### src/rtl/cache_ctrl.sv
// cache_ctrl: blocking direct-mapped write-back/write-allocate cache controller with hit/miss counters
module cache_ctrl #(
    parameter int LINE_SIZE = 4,
    parameter int CACHE_SIZE = 1024,
    localparam int SET_W = $clog2(CACHE_SIZE / LINE_SIZE),
    localparam int OFF_W = $clog2(LINE_SIZE),
    localparam int TAG_W = 32 - SET_W - OFF_W
) (
    input  logic             clk,
    input  logic             rst,
    input  logic             req_valid,
    output logic             req_ready,
    input  logic [31:0]      req_addr,
    input  logic             req_write,
    input  logic [31:0]      req_wdata,
    output logic             resp_valid,
    output logic [31:0]      resp_rdata,
    output logic [31:0]      c_addr,
    input  logic             c_hit,
    input  logic             c_dirty,
    input  logic [31:0]      c_data,
    input  logic [TAG_W-1:0] c_victim_tag,
    output logic [31:0]      c_wdata,
    output logic             c_wvalid,
    output logic             c_waccess,
    output logic             mem_req_valid,
    input  logic             mem_req_ready,
    output logic [31:0]      mem_req_addr,
    output logic             mem_req_write,
    output logic [31:0]      mem_req_wdata,
    input  logic             mem_resp_valid,
    input  logic [31:0]      mem_resp_rdata,
    output logic [31:0]      hit_cnt,
    output logic [31:0]      miss_cnt
);
    typedef enum logic [2:0] {IDLE, LOOKUP, WB, RD_REQ, RD_WAIT} state_t;
    state_t           r_state;
    logic [31:0]      r_addr, r_wdata, r_vdata, r_hit_cnt, r_miss_cnt;
    logic             r_write;
    logic [TAG_W-1:0] r_vtag;
    logic [SET_W-1:0] w_set;
    logic             w_lookup, w_wb_hs, w_rd_done, w_wr_now;
    // Outputs are combinational on state so a hit answers the cycle after acceptance; rst masks them all but c_addr.
    always_comb begin
        w_set         = r_addr[OFF_W +: SET_W];
        w_lookup      = r_state == LOOKUP;
        w_wb_hs       = r_state == WB && mem_req_ready;
        w_rd_done     = r_state == RD_WAIT && mem_resp_valid;
        w_wr_now      = r_write && ((w_lookup && (c_hit || !c_dirty)) || w_wb_hs);
        req_ready     = !rst && r_state == IDLE;
        c_addr        = r_state == IDLE ? req_addr : r_addr;
        resp_valid    = !rst && (w_wr_now || w_rd_done || (w_lookup && c_hit));
        resp_rdata    = rst ? '0 : w_rd_done ? mem_resp_rdata : (w_lookup && c_hit && !r_write) ? c_data : '0;
        c_wvalid      = !rst && (w_wr_now || w_rd_done);
        c_waccess     = !rst && w_wr_now;
        c_wdata       = rst ? '0 : w_rd_done ? mem_resp_rdata : w_wr_now ? r_wdata : '0;
        mem_req_valid = !rst && (r_state == WB || r_state == RD_REQ);
        mem_req_write = !rst && r_state == WB;
        mem_req_addr  = rst ? '0 : r_state == WB ? {r_vtag, w_set, {OFF_W{1'b0}}} :
                        r_state == RD_REQ ? {r_addr[31:OFF_W], {OFF_W{1'b0}}} : '0;
        mem_req_wdata = mem_req_write ? r_vdata : '0;
        hit_cnt       = rst ? '0 : r_hit_cnt;
        miss_cnt      = rst ? '0 : r_miss_cnt;
    end
    always_ff @(posedge clk) begin
        if (rst) begin
            r_state    <= IDLE;
            r_addr     <= '0;
            r_write    <= 1'b0;
            r_wdata    <= '0;
            r_vtag     <= '0;
            r_vdata    <= '0;
            r_hit_cnt  <= '0;
            r_miss_cnt <= '0;
        end else begin
            case (r_state)
                IDLE: if (req_valid) begin
                    r_addr  <= req_addr;
                    r_write <= req_write;
                    r_wdata <= req_wdata;
                    r_state <= LOOKUP;
                end
                LOOKUP: begin
                    if (c_hit) r_hit_cnt <= r_hit_cnt + 32'd1;
                    else begin
                        r_miss_cnt <= r_miss_cnt + 32'd1;
                        r_vtag     <= c_victim_tag;
                        r_vdata    <= c_data;
                    end
                    r_state <= c_hit ? IDLE : c_dirty ? WB : r_write ? IDLE : RD_REQ;
                end
                WB:      if (mem_req_ready) r_state <= r_write ? IDLE : RD_REQ;
                RD_REQ:  if (mem_req_ready) r_state <= RD_WAIT;
                RD_WAIT: if (mem_resp_valid) r_state <= IDLE;
                default: r_state <= IDLE;
            endcase
        end
    end
endmodule

### config.mk
export PLATFORM = sky130hd
export DESIGN_NAME = cache_ctrl
export DESIGN_NICKNAME = d
export VERILOG_FILES = /design/src/rtl/cache_ctrl.sv
export SDC_FILE = /design/constraint.sdc
export NUM_CORES = 1
export LEC_CHECK = 0
export ABC_CLOCK_PERIOD_IN_PS = 4500
export CAP_MARGIN = 20
export CELL_PAD_IN_SITES_DETAIL_PLACEMENT = 1
export CELL_PAD_IN_SITES_GLOBAL_PLACEMENT = 1
export CORE_AREA = 5 5 203 156
export CTS_CLUSTER_DIAMETER = 50
export DETAILED_ROUTE_END_ITERATION = 6
export DIE_AREA = 0 0 208 161
export MAX_ROUTING_LAYER = met4
export PLACE_DENSITY_LB_ADDON = 0.1
export SLEW_MARGIN = 20
export SYNTH_ARGS = -nofsm -noshare
export SYNTH_HDL_FRONTEND = slang
export SYNTH_SLANG_ARGS = --single-unit
export TNS_END_PERCENT = 1
### constraint.sdc
create_clock -name clk -period 4.5 [get_ports clk]
set_clock_uncertainty 0.15 [all_clocks]
set_input_delay 0.9 -clock clk [delete_from_list [all_inputs] [get_ports clk]]
set_output_delay 0.9 -clock clk [all_outputs]
set_load 0.01 [all_outputs]
## After elaboration in Yosys (flattened, before gate mapping)

Index checks and enable logic that the tools add are counted.

- Output and inout port bits: 230
- Register bits after elaboration: 186
- Bits of input ports: 158
- Logic and storage cells: 65

- Bitwise logic cells: 1
- Add/subtract/negate cells: 2
- Equality and inequality tests: 8
- Multiplexer cells: 21
- Reductions and logical operators: 25

Operators by type and width:

| operator | number |
|---|---|
| 2-to-1 mux 32 bit | 13 |
| adder 32 x 1 -> 32 bit, second input constant | 2 |
| 2-to-1 mux 3 bit | 6 |
| case mux 3 bit (5 select lines) | 1 |
| logical AND 1 bit | 12 |
| != test 2 bit, second input constant | 4 |
| equality test 3 x 2 -> 1 bit, second input constant | 2 |
| AND reduction 2 bit | 3 |
| logical OR 1 bit | 5 |
| AND reduction 4 bit | 1 |
| equality test 3 x 1 -> 1 bit, second input constant | 1 |
| equality test 3 bit, second input constant | 1 |
| zero test 1 bit | 3 |
| zero test 3 bit | 1 |
| 2-to-1 mux 2 bit | 1 |
| inverter 1 bit | 1 |

## Logic depth before layout (Yosys ltp)

Gate-level depths: netlist of the first run.

- Depth after elaboration: 8
- Depth in mapped cells: 7
- Gate-level depth less buffers: 5

## Least setup slack after synthesis of the first run

OpenSTA, ideal clock, no wires.

- Path type: input -> output
- Start point: input rst
- End point: output resp_valid
- Path buffers: 4
- Stages on the path: 5
- Required time: 3450 ps
- Arrival time: 2132 ps
- Setup slack: 1318 ps
- Cell sequence: clkbuf_1 > clkbuf_1 > clkbuf_1 > buf_1 > a21oi_1

- Word-level cells in the longest chain between the ends: 2

RTL lines:

| what | line | source |
|---|---|---|
| from (decl) | 10 | `input logic rst,` |
| zero test 1 bit | 52 | `resp_valid = !rst && (w_wr_now \|\| w_rd_done \|\| (w_lookup && c_hit));` |
| logical AND 1 bit | 52 |  |
| to (decl) | 16 | `output logic resp_valid,` |

No other way between the ends.

## Final worst setup path of the first run

- Start point: input c_hit
- End point: output c_wdata[17]

- Word-level cells in the longest chain between the ends: 7

RTL lines:

| what | line | source |
|---|---|---|
| from (decl) | 19 | `input logic c_hit,` |
| logical OR 1 bit | 49 | `w_wr_now = r_write && ((w_lookup && (c_hit \|\| !c_dirty)) \|\| w_wb_hs);` |
| logical AND 1 bit | 49 |  |
| logical OR 1 bit | 49 |  |
| logical AND 1 bit | 49 |  |
| 2-to-1 mux 32 bit (3 in a row) | 56 | `c_wdata = rst ? '0 : w_rd_done ? mem_resp_rdata : w_wr_now ? r_wdata : '0;` |
| to (decl) | 23 | `output logic [31:0] c_wdata,` |

No other way between the ends.

==> metrics.md, run 1 <==
| Metric | Value |
|---|---|
| Critical path's most frequent cell | clkdlybuf4s50_1 |
| Max Cap Viol | 0 |
| Post-DRT Antenna Nets | 0 |
| Crit path kind | primary input to primary output |
| Vias | approximately 10k |
| Crit. End Element | primary output |
| Skew-Pair Late Insertion Delay | between 0.4 and 0.5 ns |
| CP max-delay cell | clkdlybuf4s50_1 |
| Kind of cell adding the most delay to the critical path | buffers and inverters |
| Max clock buf depth | 2 |
| Max Fclk | 234 MHz |
| WL final | approximately 40000 um |
| Antenna violations before repair | 8 |
| Wirelength per Cell | 20.0 um |
| Vias in the first global route | between 10k and 15k |
| CTS H-tree lvls | 4 |
| Peak fanout along the critical path | 32 |
| #FFs+latches synth | 186 |
| Crit Reg-Reg Startpoint | r_state[1]$_SDFFE_PP0P_ |
| Setup-failing EPs final | 0 |
| Final period util | 95.1% |
| Cell Chain, Critical Path | clkdlybuf4s50_1 > nor2b_1 > o21ai_0 > a31oi_4 > buf_4 > nor3_1 > clkdlybuf4s50_1 |
| Final HPWL from detailed placement | 29300 um |
| CTS clock-pin slew for the worst setup and hold paths | 0.07 ns |
| Fillers | 3559 |
| I/O Pins | 388 |
| # Post-CTS Setup Buffers | 0 |
| Syn Area/Cell | 7.69 um2 |
| Layout cells sized above 1 | 7.27% |
| Die Span Y | around 160 um |
| Slew Limit Headroom | 33.4% |
| Starting Density | 32.4% |
| PD cells | between 300 and 400 nW/um2 |
| Post-CTS sizing | 0 |
| DR vias/cell | 5.09 |
| Final period demand of the worst path | roughly 4.3 ns |
| P_leak | a little under 5 nW |
| Top area cells in the synthesized netlist | dfxtp_1 39%, nand2_1 10%, a21oi_1 7.8% |
| Die area | 33500 um2 |
| Yosys cell types | 44 |
| Final nets | around 1.7k |
| Hold path start | r_vdata[24]$_SDFFE_PP0P_ |
| Post-synth top area share | 38.8% |
| DP Worst Slack | 0.240 ns |
| Core area | 29600 um2 |
| GPL Wtd Cong | around 0.86 |
| Startpoint class of the critical path | primary input |
| Number of buffers and inverters on the critical path | 3 |
| Initial DRC count | 440 |
| Cell row count | 55 |
| Most frequent cells in the layout | 384 x clkdlybuf4s50_1, 262 x nand2_1, 186 x dfxtp_1 |
| Clock sinks | 186 |
| Hold Vio Cnt, Final | 0 |
| Cells after Synth | 1247 |
| Required @ worst endpoint | 3.45 ns |
| Finished Layout Cells | a little under 2k |
| Cells after DPL | 1948 |
| Area Growth Syn to Fin | 50.7% |
| Wire length of the first global-routing pass | 61500 um |
| RSZ-0062 raised after global routing | false |
| Crit-path max cell delay | 0.60 ns |
| Congestion Overflow GR | 0 |
| Worst Setup SP | c_hit |
| PortBufs | 385 |
| TritonCTS clock tree | done |
| Type of the tightest min-delay check | flip-flop to flip-flop |
| Total Routing Usage GR | 23.5% |
| Hold_buf cts | 0 |
| DRC viols | 0 |
| Setup tns final | 0 ns |
| DR pass1 iterations | 4 |
| Post-Syn Area | 9590 um2 |
| Clk root buf | clkbuf_16 |
| Seq/Total Area, Yosys | 38.8% |
| Worst slew pin tran | 0.999 ns |
| Status | finished, final reports clean |
| Yosys Warn Count | 0 |
| Num CTS Buffers | 17 |
| Worst vdd rail ir drop | ~0.27 mV |
| Arr. time, crit path | approximately 3.2 ns |
| Die width | ~210 um |
| Fin. max-slew vios | 0 |
| Commonest non-fill, non-tap cell in the layout | clkdlybuf4s50_1 |
| Post-route setup slack | 0.222 ns |
| Synth area leader | dfxtp_1 |
| Largest net degree at the start of global routing | 104 |
per-stage QoR:
stage	hold WS (ns)	util, %	cell area (um2)	total power, W
6_report	0.302	48.8	14500	0.00460
3_3_place_gp	0.287	46.6	13800	0.00297
5_1_grt	0.319	48.8	14500	0.00482
2_1_floorplan	0.282	-	9600	0.00240
3_5_place_dp	0.294	46.6	13800	0.00298
4_1_cts	0.304	48.8	14400	0.00466
logic make-up after synthesis:
| logic type | synth area share (%) |
|---|---|
| AOI/OAI and AO/OA | 14.7 |
| adders and majority gates | 0.261 |
| muxes | 9.30 |
| DFF | 38.8 |
| and+or+nand+nor | 30.4 |
| buffers and inverters | 4.77 |
| other | 0.0391 |
| xor gates and xnor gates | 1.64 |
metal layers:
metal  share of wire, %  track usage [%]  up-vias
met5                  0                -        -
met4                1.9             5.97        0
met3                6.7             7.30       36
met2                 48             38.8      240
met1                 44             28.3     4876
li1                   -                -     4959
sequential cells by signal, summed over array words and instances (netlist names):
register,flops
r_hit_cnt,32
r_vtag,22
r_state,3
r_vdata,32
r_write,1
r_miss_cnt,32
r_addr,32
r_wdata,32
synthesized netlist by cell type (all sizes together):
library cell and number:
nand2b 2, o31ai 16, a21oi 150, nand4 21, a22o 23, o21a 1, a22oi 32, buf 20
nand3b 2, nand2 263, mux2i 34, o21ai 11, clkbuf 84, xor2 15, and2 39, nor2b 57
or4b 1, and4bb 1, xnor2 3, nand3 21, nor3 49, conb 1, a31oi 2, or3 10
a32oi 1, ha 2, nor2 84, dfxtp 186, nor4 5, nor4b 1, a31o 1, and3 15
nor4bb 1, inv 11, nand4bb 2, or4 20, o41ai 1, and4 10, mux2 49
worst paths after layout:
path | endpoint | slack [ns] | cells past startpoint
setup / recovery | c_wdata[17] | 0.22 | 7
hold / removal | r_vdata[24]$_SDFFE_PP0P_ | 0.30 | 2
setup reg to reg | r_miss_cnt[31]$_SDFFE_PP0P_ | 1.70 | 5
hold reg to reg | r_vdata[24]$_SDFFE_PP0P_ | 0.30 | 2
final cells by class:
class | count | area [um2] | share of cell area (%)
Antenna cell | 8 | 20.0 | 0.139
Clock buffer | 19 | 443 | 3.07
Multi-Input combinational cell | 947 | 5470 | 37.9
Timing Repair Buffer | 405 | 4060 | 28.1
Tap cell | 399 | 499 | 3.45
Clock inverter | 13 | 191 | 1.32
Inverter | 11 | 41.3 | 0.286
Sequential cell | 186 | 3720 | 25.8
worst min-delay path, cell delays in order (launching register included):
cell     delay, ns
dfxtp_1       0.31
nand2_1       0.05
a21oi_1       0.05
power by group:
part           switching [W]  total (W)  internal (W)
sequential         0.0000720    0.00182       0.00174
clock               0.000714    0.00167      0.000953
combinational       0.000581    0.00111      0.000534
Power figures use the tool's default switching activity.
==> run 2, diff against run 1 <==
HOLD_SLACK_MARGIN = 0.05   (was unset)
==> results of run 2 <==
The final DEF is identical to that of run 1; final timing and power are the same.
==> run 3, diff against run 2 <==
CORE_AREA = 2 2 124 247   (was 5 5 203 156)
DIE_AREA = 0 0 126 249   (was 0 0 208 161)
==> run 3 against run 2 <==
Power fell by 0.17%; maximum frequency up 1.2%; via count up 1.6%; largest cell class unchanged.
==> metrics.md, run 3 (synthesis gave the netlist of run 1 again) <==
| Metric | Value |
|---|---|
| Status | finished, final reports clean (unchanged) |
| Number of buffers and inverters on the critical path | 3 (unchanged) |
| Antenna violations before repair | 3 (was 8) |
| Layer with the highest usage | met2 (unchanged) |
| CTS H-tree lvls | 4 (unchanged) |
| Final period demand of the worst path | 4.23 ns (was 4.28 ns) |
| M2 GR Usage | 46.1% (was 38.8%) |
| Die width | 126 um (was 208 um) |
| Setup-failing EPs final | 0 (unchanged) |
| Skew-Pair Late Insertion Delay | 0.45 ns (was 0.44 ns) |
| Final HPWL from detailed placement | 29100 um (was 29300 um) |
| PD cells | 319 nW/um2 (was 318 nW/um2) |
| Most frequent cells in the layout | 384 x clkdlybuf4s50_1, 262 x nand2_1, 186 x dfxtp_1 (unchanged) |
| # Post-CTS Setup Buffers | 0 (unchanged) |
| Kind of cell adding the most delay to the critical path | buffers and inverters (unchanged) |
| R2r setup slk | 1.50 ns (was 1.70 ns) |
| GPL Wtd Cong | 0.838 (was 0.855) |
| Crit path kind | primary input to primary output (unchanged) |
| Post-DRT Antenna Nets | 0 (unchanged) |
| Area Growth Syn to Fin | 50.2% (was 50.7%) |
| WL final | 39900 um (was 39800 um) |
| Die Span Y | 249 um (was 161 um) |
| Slew Limit Headroom | 37.0% (was 33.4%) |
| Num CTS Buffers | 17 (unchanged) |
| Worst slew pin tran | 0.943 ns (was 0.999 ns) |
| Hold_buf cts | 0 (unchanged) |
| Required @ worst endpoint | 3.45 ns (about the same) |
| Final period util | 93.9% (was 95.1%) |
| P_leak | 4.85 nW (about the same) |
| Startpoint class of the critical path | primary input (unchanged) |
| Max Cap Viol | 0 (unchanged) |
| Worst vdd rail ir drop | 0.287 mV (was 0.267 mV) |
| Hold path start | r_vdata[9]$_SDFFE_PP0P_ (was r_vdata[24]$_SDFFE_PP0P_) |
| Post-CTS sizing | 0 (unchanged) |
| Congestion Overflow GR | 0 (unchanged) |
| Grt met3 use | 5.93% (was 7.30%) |
| Met1 global-route usage | 25.9% (was 28.3%) |
| Wire length of the first global-routing pass | 61000 um (was 61500 um) |
| Vias in the first global route | 10.6k (was 10.5k) |
| TritonCTS clock tree | done (unchanged) |
| Commonest non-fill, non-tap cell in the layout | clkdlybuf4s50_1 (unchanged) |
| CP max-delay cell | clkdlybuf4s50_1 (unchanged) |
| Cell row count | 89 (was 55) |
| Peak fanout along the critical path | 34 (was 32) |
| Max Fclk | 237 MHz (was 234 MHz) |
| Vias | 10.3k (was 10.1k) |
| CTS clock-pin slew for the worst setup and hold paths | 0.07 ns (about the same) |
| Total Routing Usage GR | 25.5% (was 23.5%) |
| Hold path depth | 2 (unchanged) |
| Core area | 29400 um2 (was 29600 um2) |
| Die area | 31400 um2 (was 33500 um2) |
| Fin. max-slew vios | 0 (unchanged) |
| Cell Chain, Critical Path | clkdlybuf4s50_1 > nor2b_1 > o21ai_0 > a31oi_4 > buf_4 > nor3_1 > clkdlybuf4s50_1 (unchanged) |
| I/O Pins | 388 (unchanged) |
| Clock sinks | 186 (unchanged) |
| Fillers | 3504 (was 3559) |
| DR pass1 iterations | 6 (was 4) |
| Clk root buf | clkbuf_16 (unchanged) |
| Hold Path Sink | r_vdata[9]$_SDFFE_PP0P_ (was r_vdata[24]$_SDFFE_PP0P_) |
| Type of the tightest min-delay check | flip-flop to flip-flop (unchanged) |
| Critical path's most frequent cell | clkdlybuf4s50_1 (unchanged) |
| Initial DRC count | 440 (unchanged) |
| PortBufs | 385 (unchanged) |
| Starting Density | 32.6% (was 32.4%) |
| Crit-path max cell delay | 0.58 ns (was 0.60 ns) |
| RSZ-0062 raised after global routing | false (unchanged) |
| Worst r2r dst | r_miss_cnt[30]$_SDFFE_PP0P_ (was r_miss_cnt[31]$_SDFFE_PP0P_) |
| Hold_ws | 0.302 ns (about the same) |
| Hold Vio Cnt, Final | 0 (unchanged) |
| Max clock buf depth | 2 (unchanged) |
| DRC viols | 0 (unchanged) |
| Final nets | 1728 (unchanged) |
| Crit. End Element | primary output (unchanged) |
| Wirelength per Cell | 20.5 um (was 20.0 um) |
| Crit Reg-Reg Startpoint | r_state[0]$_SDFFE_PP0P_ (was r_state[1]$_SDFFE_PP0P_) |
| Arr. time, crit path | 3.18 ns (was 3.23 ns) |
| DR vias/cell | 5.28 (was 5.09) |
| Largest net degree at the start of global routing | 174 (was 104) |
| Layout cells sized above 1 | 7.22% (was 7.27%) |
| R2R depth | 5 (unchanged) |
| Setup tns final | 0 ns (unchanged) |
[run 3: area by class of cell]
class                           instances  area [um2]  area share, %
Clock buffer                           20         457           3.17
Antenna cell                            3        7.51         0.0521
Timing Repair Buffer                  405        4070           28.3
Sequential cell                       186        3720           25.8
Inverter                               11        41.3          0.287
Tap cell                              364         455           3.16
Multi-Input combinational cell        947        5480           38.0
Clock inverter                         11         170           1.18
[run 3: worst max path at each step]
stage               startpoint           to  slack [ns]  depth (start not counted)
floorplan                  rst   resp_valid        1.32                          5
global placement       c_dirty   c_wdata[5]        0.40                          7
detailed placement     c_dirty  c_wdata[21]        0.26                          7
CTS                    c_dirty  c_wdata[21]        0.25                          7
global route           c_dirty  c_wdata[21]        0.13                          7
finish                 c_dirty  c_wdata[21]        0.27                          7
[run 3: per-layer routing]
layer	vias to the layer above	share of wire, %
met5	-	0
li1	4932	-
met2	287	54
met4	0	3.5
met1	4990	37
met3	63	5.6
[run 3: where the power goes]
group	total [W]	internal (W)	switching, W
logic	0.00111	0.000536	0.000577
registers	0.00183	0.00174	0.0000834
clock network	0.00165	0.000956	0.000693
total	0.00459	0.00324	0.00135
[run 3: metrics by stage]
step | util (%) | setup slack (ns) | total power, W | cells | instance area, um2
6_report | 49.0 | 0.273 | 0.00459 | 1947 | 14400
5_1_grt | 49.0 | 0.127 | 0.00479 | 1947 | 14400
4_1_cts | 49.0 | 0.251 | 0.00465 | 1944 | 14400
3_5_place_dp | 46.9 | 0.258 | 0.00299 | 1913 | 13800
3_3_place_gp | 46.9 | 0.397 | 0.00298 | 1913 | 13800
2_1_floorplan | - | 1.32 | 0.00240 | 1248 | 9600
[run 3: worst reg2reg max path, cell delays in order (launching register included)]
cell and delay [ns]:
dfxtp_1 0.73, or4b_2 0.70, buf_4 0.36, nor4_1 0.63, a31o_2 0.24, a21oi_1 0.06
